**src/rtl/tdm_demux_1x2.sv**
```systemverilog
// rtl/tdm_demux_1x2.sv - 2-channel bit-interleaved TDM receiver
// Deinterleaves a serial a0,b0,a1,b1,... stream into two parallel words per frame.
module tdm_demux_1x2 #(
  parameter int WIDTH = 8
) (
  input  logic             clk,
  input  logic             rst_n,
  input  logic             din,
  input  logic             din_valid,
  input  logic             sync,
  output logic [WIDTH-1:0] a,
  output logic [WIDTH-1:0] b,
  output logic             out_valid,
  output logic             sel,
  output logic             frame_err
);

  localparam int CW = $clog2(2*WIDTH);
  localparam logic [CW-1:0] CNT_ONE  = CW'(1);
  localparam logic [CW-1:0] CNT_LAST = CW'(2*WIDTH-1);

  typedef enum logic {IDLE, SHIFT} state_t;

  state_t           state, state_nx;
  logic [CW-1:0]    cnt, cnt_nx;
  logic [WIDTH-1:0] sh_a, sh_b, sh_a_nx, sh_b_nx;
  logic [WIDTH-1:0] a_nx, b_nx;
  logic             out_valid_nx, frame_err_nx;

  always_ff @(posedge clk or negedge rst_n) begin
    if (!rst_n) begin
      state     <= IDLE;
      cnt       <= '0;
      sh_a      <= '0;
      sh_b      <= '0;
      a         <= '0;
      b         <= '0;
      out_valid <= 1'b0;
      frame_err <= 1'b0;
    end else begin
      state     <= state_nx;
      cnt       <= cnt_nx;
      sh_a      <= sh_a_nx;
      sh_b      <= sh_b_nx;
      a         <= a_nx;
      b         <= b_nx;
      out_valid <= out_valid_nx;
      frame_err <= frame_err_nx;
    end
  end

  always_comb begin
    state_nx = state;
    cnt_nx   = cnt;
    if (din_valid) begin
      case (state)
        IDLE: begin
          if (sync) begin
            state_nx = SHIFT;
            cnt_nx   = CNT_ONE;
          end
        end
        SHIFT: begin
          if (sync) begin
            cnt_nx = CNT_ONE;
          end else if (cnt == CNT_LAST) begin
            state_nx = IDLE;
            cnt_nx   = '0;
          end else begin
            cnt_nx = cnt + CNT_ONE;
          end
        end
        default: begin
          state_nx = IDLE;
          cnt_nx   = '0;
        end
      endcase
    end
  end

  // Words shift in from the MSB so that after WIDTH bits the first (LSB) bit lands at [0].
  always_comb begin
    sh_a_nx      = sh_a;
    sh_b_nx      = sh_b;
    a_nx         = a;
    b_nx         = b;
    out_valid_nx = 1'b0;
    frame_err_nx = 1'b0;
    if (din_valid) begin
      if (sync) begin
        sh_a_nx      = {din, {(WIDTH-1){1'b0}}};
        sh_b_nx      = '0;
        frame_err_nx = (state == SHIFT);
      end else if (state == SHIFT) begin
        if (!cnt[0]) begin
          sh_a_nx = {din, sh_a[WIDTH-1:1]};
        end else begin
          sh_b_nx = {din, sh_b[WIDTH-1:1]};
        end
        if (cnt == CNT_LAST) begin
          a_nx         = sh_a;
          b_nx         = {din, sh_b[WIDTH-1:1]};
          out_valid_nx = 1'b1;
        end
      end
    end
  end

  // The counter is held at zero in IDLE, so its LSB is the mux select in both states.
  assign sel = cnt[0];

endmodule

```
**config.mk**
```make
export PLATFORM = sky130hd
export DESIGN_NAME = tdm_demux_1x2
export DESIGN_NICKNAME = d
export VERILOG_FILES = /design/src/rtl/tdm_demux_1x2.sv
export SDC_FILE = /design/constraint.sdc
export NUM_CORES = 1
export LEC_CHECK = 0
export BUFFER_PORTS_ARGS = -buffer_cell sky130_fd_sc_hd__buf_2
export CAP_MARGIN = 20
export CORE_ASPECT_RATIO = 0.5
export CORE_MARGIN = 2
export CORE_UTILIZATION = 35
export DETAILED_ROUTE_END_ITERATION = 12
export PLACE_DENSITY = 0.62
export SETUP_SLACK_MARGIN = 0.05
export SLEW_MARGIN = 20
export SYNTH_ARGS = -nofsm -noshare
export SYNTH_HDL_FRONTEND = slang
export SYNTH_SLANG_ARGS = --single-unit
```
**constraint.sdc**
```tcl
create_clock -name clk -period 5.2 [get_ports clk]
set_clock_uncertainty 0.2 [all_clocks]
set_input_delay 1.04 -clock clk [delete_from_list [all_inputs] [get_ports clk]]
set_output_delay 1.04 -clock clk [all_outputs]
set_load 0.03 [all_outputs]
```
# Word level (Yosys, flattened, before mapping)
# Index checks and enable logic that the tools add are counted.
# word_totals
ff_bits	39
input_bits	5
output_inout_bits	19
wordCells	40
# classes
n_addsub	1
n_eq_ne	3
mux	20
n_bitwise	2
reduce_logical	6
# op_table
op	count
$mux W8	6
$mux W4	3
$mux W1	9
$pmux W4 S2	1
$reduce_and A3 Y1	2
$add A4 B1 Y4 const B	1
$eq A4 B4 Y1 const B	1
$ne A2 B2 Y1 const B	2
$reduce_and A4 Y1	1
$reduce_bool A2 Y1	2
$not A1 Y1	2
$pmux W1 S2	1
$reduce_and A2 Y1	1

# Depth between registers and ports, before layout
# depth
word_depth	5
ltp_mapped	5
ltp_nobuf	4

# Least setup slack after synthesis
# OpenSTA, ideal clock, no wires.
# synth_path
path_kind	input to register
from	input port din_valid
to	register a[3]
setup_ns	0.125
t_arrival_ns	1.952
path_slack_ns	2.923
path_stages	4
n_path_buf	1
path_cell_list	nand2_2 > nor3_4 > buf_12 > mux2_4
# synth_between
elab_chain_cells	1
# synth_lines
element	line	text
start: declaration	9	input logic din_valid,
$reduce_and A4 Y1 (no source line)	--	
end signal: assignment	45	a <= a_nx;
end: declaration	11	output logic [WIDTH-1:0] a,
# No other way between the ends.
# A chain may end at the register's enable or synchronous reset.

# Worst setup path after layout
# layout_path
from	input port din_valid
to	register a[2]
# The elaborated chain is that of the path after synthesis.

==> results.toml <==
[outcome]
outcome = "complete, no violations"

[routing]
drt_first_pass_iters = 4
drc = 0
antenna_left = 0
drt-vias-per-instance = 5.245
routed_wl_mm = 3.106
wl_per_cell_um = 14.65
vias = 1112
drtIter0Drc = 47

[global_route]
grt_pass1_wl_mm = 5.278
grt_max_degree = 39
overflow = 0
antenna_found_initial = 0
grt_pass1_vias = 1094
grt_usage = 0.1317

[floorplanning]
start_util = 0.3705
die_w_um = 101.5
core_area_um2 = 4488
die_h_um = 52.74
row_count = 17
dieArea_um2 = 5352
io_pins = 24

[clock_network]
hold_buffers = 0
clkSinkCount = 38
ctsResizeCount = 0
cts.clk_slew.worst_paths_ps = 80
clkLatencyLatePin_ps = 300
cts_buffers = 5
cts-root-buf = "clkbuf_8"
post_cts_buffers = 0
clk_path_buf_depth = 2
cts_tree = "done"
cts_max_level = 2

[sta]
setup_viol = 0
rsz0062_at_grt = "false"
worst_pin_slew_ps = 954.8
fin_crit_sh = 0.4963
fin_tns_setup_ps = 0
relSlewSlack = 0.3614
finalHoldViolations = 0
maxSlewViolCount = 0
max_freq_mhz = 387.4
min_period_ps = 2581

[final_layout]
layout-drive-gt1-share = 0.3562
layout_common_cells = "dfrtp_1 (38), buf_2 (23), o2bb2ai_1 (14), a22oi_1 (13), mux2_2 (9)"
final_area_um2 = 1951
diodes = 0
final_common_cell = "dfrtp_1"
multi_input_area_um2 = 648.1
fillers = 427
area_delta_synth_final_pct = 17.31
seq_area_um2 = 950.9
fin_nets = 151

[synthesis]
syn_avg_cell_area_um2 = 13.41
syn-cell-area_um2 = 1663
yosysSeqAreaShare = 0.5719
async_flop_share = 1.000
syn-num-nets = 130
yosys_warnings = 0
ys_ff_latch = 38
yosys_most_used_dff = "dfrtp_1"
synth-edff-count = 0
syn_inst = 124
ys_types = 29

[min_path]
hp-start = "b[6]"
min_path_cells = 1
hp-class = "flop to flop"
min_to = "b[6]"

[place]
dp_hpwl_mm = 2.014
gp_congestion = 0.7277
portBuffers = 23
placed_area_um2 = 1808

[worst_setup_path]
rr_worst_depth = 4
start_kind = "input pin"
critical_path_required_ps = 5190
reg2reg_slack_ps = 2770
endpoint_kind = "flop"
r2r_start = "cnt[0]"
cp.arrival_ps = 2570
worstReg2RegEnd = "a[2]"
path_max_fanout = 18
crit_type = "input pin to flop"

[pwr]
power.leakage_nw = 0.9160
ir_worst_vdd_mv = 0.1080
cellPowerDensity_nw_per_um2 = 374.5

[flow_run]
max-cap-violations = 0
[power by group]
part	internal [mW]	switching (mW)	total (mW)
clock network	0.205	0.109	0.313
logic	0.0302	0.0451	0.0754
registers	0.316	0.0259	0.342
[through the flow]
stage                     total power, mW  cells  setup slack (ps)  hold WS [ps]    util
after floorplan                    0.3969    124              2923         271.3       -
after global placement             0.4200    204              2327         286.9  0.4028
after detailed placement           0.4236    204              2277         288.6  0.4028
after CTS                          0.7363    212              2597         310.2  0.4346
after global routing               0.7611    212              2478         328.2  0.4346
final                              0.7305    212              2619         307.1  0.4346
[metal layers]
metal	vias to the layer above	track usage	routed length (um)
met1	578	0.1741	1556
met5	-	0	0
met3	6	0.03733	100
met2	16	0.1954	1403
li1	512	-	-
met4	0	0.07432	46
[layout make-up]
type                       count  area share
clock buffer                   6     0.04233
clock inverter                 2     0.03079
inverter                       3    0.005773
multi-input combinational     74      0.3323
sequential                    38      0.4875
tap                           66     0.04233
timing repair buffer          23     0.05901
[cells by family (layout without fill, tap and decap cells)]
group | Yosys count | after routing | share of synthesized area
AO/OA/AOI/OAI | 39 | 39 | 0.1768
adder cells (fa/ha/maj) | 1 | 1 | 0.007523
buffers and inverters | 12 | 34 | 0.03837
flip-flops | 38 | 38 | 0.5719
multiplexers | 17 | 17 | 0.1332
AND/OR/NAND/NOR | 17 | 17 | 0.07224
[how the worst max path moves through the flow]
stage,endpoint,slack [ps],start
3_3_place_gp,a[2],2330,din_valid
3_5_place_dp,a[2],2280,din_valid
5_1_grt,b[5],2480,din_valid
2_1_floorplan,a[3],2920,din_valid
4_1_cts,a[2],2600,din_valid
6_report,a[2],2620,din_valid
[cell usage after synthesis (2+ instances only)]
| library cell | instances | area, um^2 |
|---|---|---|
| a21oi_1 | 3 | 15.01 |
| a22oi_1 | 13 | 97.59 |
| and3_1 | 2 | 12.51 |
| buf_2 | 2 | 10.01 |
| clkbuf_1 | 6 | 22.52 |
| dfrtp_1 | 38 | 950.9 |
| inv_1 | 3 | 11.26 |
| mux2_2 | 9 | 101.4 |
| mux2_4 | 8 | 120.1 |
| nand2_1 | 4 | 15.01 |
| nor2b_1 | 2 | 12.51 |
| o21ai_0 | 4 | 20.02 |
| o2bb2ai_1 | 14 | 122.6 |
[critical path, stage by stage]
cell and delay (ps):
buf_2 190, nand2_2 110, nor3_4 800, mux2_2 420
[sequential cells by signal, summed over array words and instances (netlist names)]
name and count:
frame_err 1, cnt 4, out_valid 1, b 8, sh_a 8, a 8
state 1, sh_b 7
Note: power is estimated with default switching activity, not from simulation.
